### src/rtl/coin_input_conditioner_if.sv
// rtl/coin_input_conditioner_if.sv - button/coin-event bundle between the board buttons and the coin conditioner
interface coin_input_conditioner_if;
   logic [2:0]  btn;
   logic        accept_en;
   logic        coin_valid;
   logic [7:0]  coin_value;
   logic [2:0]  coin_onehot;
   logic        coin_reject;
   logic        jam;
   logic [15:0] total_cents;

   // Button/board side: drives raw buttons and the inhibit, observes coin events
   modport master (
      output btn,
      output accept_en,
      input  coin_valid,
      input  coin_value,
      input  coin_onehot,
      input  coin_reject,
      input  jam,
      input  total_cents
   );

   // Conditioner side
   modport slave (
      input  btn,
      input  accept_en,
      output coin_valid,
      output coin_value,
      output coin_onehot,
      output coin_reject,
      output jam,
      output total_cents
   );
endinterface

### src/rtl/coin_input_conditioner.sv
// rtl/coin_input_conditioner.sv - sync, debounce and arbitrate raw coin buttons into one-cycle coin events
module coin_input_conditioner #(
   parameter int DEBOUNCE_CYCLES = 1000000,
   parameter int CNT_W           = 20
) (
   input logic                    clk,
   input logic                    clr,
   coin_input_conditioner_if.slave bus
);

   localparam logic [CNT_W-1:0] CNT_MAX = CNT_W'(DEBOUNCE_CYCLES - 1);

   localparam logic [0:0] IDLE = 1'b0;
   localparam logic [0:0] HOLD = 1'b1;

   logic [2:0]       s1_q, s2_q;
   logic [2:0]       stable_q, stable_d;
   logic [2:0]       stable_prev_q;
   logic [CNT_W-1:0] cnt_q [3];
   logic [CNT_W-1:0] cnt_d [3];

   logic [0:0]       state_q, state_d;
   logic             coin_valid_q, coin_valid_d;
   logic [7:0]       coin_value_q, coin_value_d;
   logic [2:0]       coin_onehot_q, coin_onehot_d;
   logic             coin_reject_q, coin_reject_d;
   logic             jam_q, jam_d;
   logic [15:0]      total_q, total_d;

   logic [2:0]       rise;
   logic             multi_hot;
   logic [7:0]       press_value;

   // Two-flop synchroniser for the asynchronous buttons; s1 is never read by logic
   always_ff @(posedge clk or posedge clr) begin
      if (clr) begin
         s1_q <= '0;
         s2_q <= '0;
      end else begin
         s1_q <= bus.btn;
         s2_q <= s1_q;
      end
   end

   // Per-channel debounce: a mismatch must persist DEBOUNCE_CYCLES samples before stable flips
   always_comb begin
      stable_d = stable_q;
      for (int i = 0; i < 3; i++) begin
         cnt_d[i] = '0;
         if (s2_q[i] != stable_q[i]) begin
            if (cnt_q[i] == CNT_MAX) begin
               stable_d[i] = s2_q[i];
            end else begin
               cnt_d[i] = cnt_q[i] + 1'b1;
            end
         end
      end
   end

   // Debounce state plus the delayed copy used for rising-edge detection
   always_ff @(posedge clk or posedge clr) begin
      if (clr) begin
         stable_q      <= '0;
         stable_prev_q <= '0;
         for (int i = 0; i < 3; i++) begin
            cnt_q[i] <= '0;
         end
      end else begin
         stable_q      <= stable_d;
         stable_prev_q <= stable_q;
         for (int i = 0; i < 3; i++) begin
            cnt_q[i] <= cnt_d[i];
         end
      end
   end

   assign rise      = stable_q & ~stable_prev_q;
   // More than one bit set: clearing the lowest set bit leaves something behind
   assign multi_hot = |(stable_q & (stable_q - 3'd1));

   // Cents for the single held button; only meaningful when exactly one bit is set
   always_comb begin
      case (stable_q)
         3'b001:  press_value = 8'd5;
         3'b010:  press_value = 8'd10;
         3'b100:  press_value = 8'd25;
         default: press_value = 8'd0;
      endcase
   end

   // Arbiter: one decision per press in IDLE, then HOLD until every button is released
   always_comb begin
      state_d       = state_q;
      coin_valid_d  = 1'b0;
      coin_value_d  = 8'd0;
      coin_onehot_d = 3'b000;
      coin_reject_d = 1'b0;
      jam_d         = multi_hot;
      total_d       = total_q;
      case (state_q)
         IDLE: begin
            if (|rise) begin
               state_d = HOLD;
               if (multi_hot) begin
                  coin_reject_d = 1'b1;
               end else if (bus.accept_en) begin
                  coin_valid_d  = 1'b1;
                  coin_value_d  = press_value;
                  coin_onehot_d = stable_q;
                  total_d       = total_q + {8'd0, press_value};
               end else begin
                  coin_reject_d = 1'b1;
               end
            end
         end
         HOLD: begin
            if (stable_q == 3'b000) begin
               state_d = IDLE;
            end
         end
         default: state_d = IDLE;
      endcase
   end

   // Registered arbiter state and outputs
   always_ff @(posedge clk or posedge clr) begin
      if (clr) begin
         state_q       <= IDLE;
         coin_valid_q  <= 1'b0;
         coin_value_q  <= 8'd0;
         coin_onehot_q <= 3'b000;
         coin_reject_q <= 1'b0;
         jam_q         <= 1'b0;
         total_q       <= 16'd0;
      end else begin
         state_q       <= state_d;
         coin_valid_q  <= coin_valid_d;
         coin_value_q  <= coin_value_d;
         coin_onehot_q <= coin_onehot_d;
         coin_reject_q <= coin_reject_d;
         jam_q         <= jam_d;
         total_q       <= total_d;
      end
   end

   assign bus.coin_valid  = coin_valid_q;
   assign bus.coin_value  = coin_value_q;
   assign bus.coin_onehot = coin_onehot_q;
   assign bus.coin_reject = coin_reject_q;
   assign bus.jam         = jam_q;
   assign bus.total_cents = total_q;

endmodule

### src/flat_wrapper.sv
// flat-port wrapper written by rule: the top's interface ports become plain ports
module coin_input_conditioner_flat 
#(
   parameter int DEBOUNCE_CYCLES = 1000000,
   parameter int CNT_W           = 20
)
  (clk, clr, bus_btn, bus_accept_en, bus_coin_valid, bus_coin_value, bus_coin_onehot, bus_coin_reject, bus_jam, bus_total_cents);
  coin_input_conditioner_if bus_i ();
  input logic clk;
  input logic clr;
  input wire logic [$bits(bus_i.btn)-1:0] bus_btn;
  input wire logic [$bits(bus_i.accept_en)-1:0] bus_accept_en;
  output wire logic [$bits(bus_i.coin_valid)-1:0] bus_coin_valid;
  output wire logic [$bits(bus_i.coin_value)-1:0] bus_coin_value;
  output wire logic [$bits(bus_i.coin_onehot)-1:0] bus_coin_onehot;
  output wire logic [$bits(bus_i.coin_reject)-1:0] bus_coin_reject;
  output wire logic [$bits(bus_i.jam)-1:0] bus_jam;
  output wire logic [$bits(bus_i.total_cents)-1:0] bus_total_cents;
  assign bus_i.btn = bus_btn;
  assign bus_i.accept_en = bus_accept_en;
  assign bus_coin_valid = bus_i.coin_valid;
  assign bus_coin_value = bus_i.coin_value;
  assign bus_coin_onehot = bus_i.coin_onehot;
  assign bus_coin_reject = bus_i.coin_reject;
  assign bus_jam = bus_i.jam;
  assign bus_total_cents = bus_i.total_cents;
  coin_input_conditioner #(.DEBOUNCE_CYCLES(DEBOUNCE_CYCLES), .CNT_W(CNT_W)) u_core (.clk(clk), .clr(clr), .bus(bus_i));
endmodule
### config.mk
export PLATFORM = sky130hd
export DESIGN_NAME = coin_input_conditioner_flat
export DESIGN_NICKNAME = d
export VERILOG_FILES = /design/src/rtl/coin_input_conditioner_if.sv /design/src/rtl/coin_input_conditioner.sv /design/src/flat_wrapper.sv
export SDC_FILE = /design/constraint.sdc
export NUM_CORES = 1
export LEC_CHECK = 0
export ABC_AREA = 1
export CORE_ASPECT_RATIO = 0.9
export CORE_MARGIN = 4
export CORE_UTILIZATION = 53
export DETAILED_ROUTE_END_ITERATION = 6
export PLACE_DENSITY_LB_ADDON = 0.05
export SLEW_MARGIN = 5
export SYNTH_ARGS = -nofsm -noshare
export SYNTH_HDL_FRONTEND = slang
export SYNTH_SLANG_ARGS = --single-unit
### constraint.sdc
create_clock -name clk -period 3.5 [get_ports clk]
set_input_delay 1.05 -clock clk [delete_from_list [all_inputs] [get_ports clk]]
set_output_delay 1.05 -clock clk [all_outputs]
set_load 0.005 [all_outputs]
-- Word-level counts from Yosys, hierarchy flattened
Cells that the tools add are included.
- reductions and logical operators: 7
- muxes and demuxes: 26
- bitwise operators: 5
- equal/unequal tests: 9
- add/sub/neg operators: 5
- operators with widths (operator ; count):
    two-way mux 20 bit ; 6
    adder 20 x 1 -> 20 bit (second input constant) ; 3
    == test 20 bit (second input constant) ; 3
    two-way mux 8 bit ; 3
    adder 16 x 5 -> 16 bit ; 1
    one-hot mux 5 bit (3 select lines) ; 1
    two-way mux 3 bit ; 4
    two-way mux 1 bit ; 10
    AND 3 bit ; 2
    AND reduction 2 bit ; 3
    OR reduction 3 bit ; 2
    two-way mux 5 bit ; 1
    AND reduction 4 bit ; 1
    == test 3 x 1 -> 1 bit (second input constant) ; 1
    == test 3 x 2 -> 1 bit (second input constant) ; 1
    == test 3 bit (second input constant) ; 1
    zero test 3 bit ; 1
    inequality test 1 bit ; 3
    NOT 3 bit ; 1
    subtractor 3 x 1 -> 3 bit (second input constant) ; 1
    NOT 1 bit ; 2
    one-hot mux 1 bit (2 select lines) ; 1
- output and inout port bits: 30
- input port bits: 6
- logic and storage cells: 68
- flip-flop bits (word level): 103

-- Longest topological paths before layout
- depth in word-level cells: 6
- depth in mapped cells: 17

-- Worst setup path after synthesis
OpenSTA, ideal clock, no wires.
- path type: reg-to-reg
- start: register u_core.stable_q[0]
- end: register u_core.total_q[10], in the netlist u_core.bus.total_cents[10]
- library setup time: 123 ps
- data required time: 3377 ps
- cell stages (with the launch flop): 14
- arrival time: 2052 ps
- path slack: 1325 ps
- cells stage by stage: dfrtp_1 inv_1 nor3_1 inv_1 nand2_1 ha_1 inv_1 fa_1 inv_1 nand2_1 nand3_1 nand2_1 o21ai_0 nand2_1
- longest elaborated chain between the ends: 5
- elaborated cells on any way between the ends: 12
- classes of those cells: add/sub: 2; eq/ne: 3; mux: 1; bitwise: 3; reduce/logical: 3
- RTL lines (what ; line ; RTL):
    start, declared ; coin_input_conditioner.sv:17 ; logic [2:0] stable_q, stable_d;
    start signal, assigned ; coin_input_conditioner.sv:69 ; stable_q <= stable_d;
    parallel branches: the longest is 5 deep, another holds adder 16 x 5 -> 16 bit ; - ;
    end signal, assigned ; coin_input_conditioner.sv:142 ; total_q <= total_d;
    end, declared ; coin_input_conditioner.sv:28 ; logic [15:0] total_q, total_d;
Several ways; the timed one is not identified.
A chain may end at the register's enable or synchronous reset.

-- Worst setup path in the final report
- start: register u_core.stable_q[0]
- end: register u_core.total_q[8], in the netlist u_core.bus.total_cents[8]
The elaborated chain is that of the path after synthesis.

==> results.json <==
{
  "status": "finished clean",
  "gp_congestion": 0.8854,
  "syn_avg_cell_area_um2": 7.814,
  "p_leak_nw": 2.607,
  "drtIter0Drc": 251,
  "hold_class": "reg2reg",
  "crit_required_ns": 3.75,
  "fin_nets": 730,
  "critPathSlowestCell": "dfrtp_1",
  "dr.pass1.iters": 4,
  "antenna_found_initial": 0,
  "dp_hpwl_um": 7432,
  "hp-start": "u_core.s1_q[1]$_DFF_PP0_",
  "slew_headroom": 0.6631,
  "synthArstFlopShare": 1.000,
  "cts_sinks": 100,
  "finalHoldViolations": 0,
  "path_max_fanout": 7,
  "cts-htree-levels": 3,
  "cts_made_buffers": 9,
  "portBuffers": 32,
  "drive_gt1_frac": 0.06537,
  "seq_area_frac_synth": 0.4759,
  "pin_count": 36,
  "synth_flop_cell": "dfrtp_1",
  "synthTopCellsByArea": "dfrtp_1 (48%), nand2_1 (12%), nor2_1 (10%)",
  "met1_usage": 0.2705,
  "netlist_instances": 673,
  "crit_type": "reg2reg",
  "worstMarginPinSlew_ns": 0.5054,
  "rows": 34,
  "antenna_cells": 0,
  "cts_resized": 0,
  "cts-root-buf": "clkbuf_8",
  "grtUsageMet3": 0.05458,
  "initial_core_util": 0.5446,
  "synth_commonest_cells": "nand2_1 (169), nor2_1 (140), dfrtp_1 (100)",
  "routed_wl_um": 10310,
  "r2r-end": "u_core.bus.total_cents[8]$_DFFE_PP0P_",
  "setup_violations": 0,
  "r2r_setup_slack_ns": 1.0,
  "synth_warnings": 0,
  "power.density_nw_per_um2": 342.7,
  "die_y_um": 102.5,
  "wl_per_cell_um": 12.20,
  "postCtsSetupRepairBufs": 0,
  "fin_util": 0.6143,
  "area_delta_synth_final_pct": 12.80,
  "crit_path_max_incr_delay_ns": 0.46,
  "netlist_area_um2": 5259,
  "grt_max_degree": 101,
  "final.min_clock_period_ns": 2.502,
  "yosys.cell_types.count": 32,
  "fin_crit_sh": 0.7147,
  "cp_data_arrival_time_ns": 2.76,
  "tns_ns": 0,
  "rsz0062_at_grt": "false",
  "crit_path_end_kind": "flop",
  "path_clk_slew_ns": 0.09,
  "hold_depth": 0,
  "reg2regPathDepth": 13,
  "yosysTopAreaCellShare": 0.4759,
  "post-place-ws_ns": 0.9805,
  "via_count": 4118,
  "clock_skew_ns": 0.005785,
  "crit_chain": "inv_1 > nor3_1 > inv_1 > nand2_1 > ha_1 > inv_1 > fa_1 > inv_1 > nand2_1 > nand3_1 > nand2_1 > o21ai_0 > nand2_1",
  "r2r_start": "u_core.stable_q[0]$_DFFE_PP0P_",
  "drc": 0,
  "clock_latency_ns": 0.37,
  "die_x_um": 113,
  "dieArea_um2": 11580,
  "synth-edff-count": 0,
  "grt_pass1_wl_um": 17880,
  "clockBufferDepth": 2,
  "slew_violations": 0,
  "drv_cap": 0,
  "grt_pass1_vias": 3881,
  "routed_via_density": 4.873,
  "drtAntennaViolNets": 0,
  "max_clock_freq_mhz": 399.8,
  "core_um2": 9657,
  "ys_ff_latch": 100,
  "start_kind": "flop",
  "top_usage_layer": "met2",
  "synth_most_common_cell": "nand2_1",
  "setup_ws_ns": 0.9985,
  "grt_remaining_overflow": 0,
  "hold_buffers": 0,
  "vdd_drop_max_mv": 0.2554,
  "track_usage": 0.1899,
  "hold_end": "u_core.s2_q[1]$_DFF_PP0_",
  "grt_use_met2": 0.2933,
  "cts_tree": "yes",
  "synth_top_area_cell": "dfrtp_1"
}
==> layout make-up <==
cell class	instances	area, um2
Fill cell	853	3725
Sequential cell	100	2502
Multi-Input combinational cell	488	2411
Timing Repair Buffer	33	340.3
Inverter	82	311.5
Tap cell	126	157.7
Clock buffer	12	135.1
Clock inverter	4	73.82
==> metal layers <==
metal,share of wire,vias up
met4,0.0077,0
met5,0,-
met1,0.51,1883
met2,0.44,62
met3,0.044,7
li1,-,2166
==> state kept, by name (all words and copies together), names as in the netlist <==
register                flops
u_core.cnt_q               60
u_core.bus.total_cents     16
u_core.bus.coin_value       5
u_core.bus.coin_onehot      3
u_core.s1_q                 3
u_core.s2_q                 3
u_core.stable_prev_q        3
u_core.stable_q             3
u_core.bus.coin_reject      1
u_core.bus.coin_valid       1
u_core.bus.jam              1
u_core.state_q              1
==> stage by stage <==
| stage | total power [mW] | hold WS, ns | instance area [um2] | instances |
|---|---|---|---|---|
| 4_1_cts | 2.071 | 0.3677 | 5932 | 845 |
| 2_1_floorplan | 1.244 | 0.3312 | 5270 | 675 |
| 5_1_grt | 2.125 | 0.3812 | 5932 | 845 |
| 6_report | 2.033 | 0.3585 | 5932 | 845 |
| 3_3_place_gp | 1.265 | 0.3349 | 5723 | 829 |
| 3_5_place_dp | 1.266 | 0.3426 | 5723 | 829 |
==> how the worst max path moves through the flow <==
stage                              startpoint  slack (ns)  depth (start not counted)                                endpoint
2_1_floorplan                             clr        1.26                          1     u_core.bus.coin_onehot[0]$_DFF_PP0_
3_3_place_gp                    bus_accept_en        1.02                          6  u_core.bus.total_cents[10]$_DFFE_PP0P_
3_5_place_dp                    bus_accept_en        0.98                          6   u_core.bus.total_cents[8]$_DFFE_PP0P_
4_1_cts        u_core.stable_q[0]$_DFFE_PP0P_        0.98                         13   u_core.bus.total_cents[8]$_DFFE_PP0P_
5_1_grt        u_core.stable_q[0]$_DFFE_PP0P_        0.69                         13   u_core.bus.total_cents[8]$_DFFE_PP0P_
6_report       u_core.stable_q[0]$_DFFE_PP0P_         1.0                         13   u_core.bus.total_cents[8]$_DFFE_PP0P_
==> cells by family after synthesis <==
kind of cell,share of synthesized area
AOI/OAI and AO/OA,0.02475
DFF,0.4759
buffers and inverters,0.06709
and+or+nand+nor,0.3400
adders and majority gates,0.02522
other,0.0007131
xor gates and xnor gates,0.06638
==> worst max-delay path, delay by kind of cell, from the launching register on <==
family	cells	cell delay, ns
buffers and inverters	4	0.40
AO/OA/AOI/OAI	1	0.19
adder cells (fa/ha/maj)	2	0.58
flip-flops	1	0.46
AND/OR/NAND/NOR	6	0.76
==> placed cells by master (no fill, tap or decap), types with 5 or more instances in the layout <==
cell type          n
nor3_1            22
ha_1               9
clkdlybuf4s50_1   32
inv_1             76
a21oi_1           13
nor3b_1            5
dfrtp_1          100
nand2_2            8
xnor2_1           14
nor2_2             6
xor2_1            24
clkbuf_8           9
nor2_1           140
o21ai_0            8
nand4_1           11
nand2_1          169
nand3_1           32
==> report_power, final <==
group,internal (mW),leakage (nW),switching (mW)
clock network,0.404,0.105,0.388
registers,1.17,1.38,0.00764
logic,0.0185,1.13,0.0481
total,1.59,2.61,0.444
Note: power is estimated with default switching activity, not from simulation.
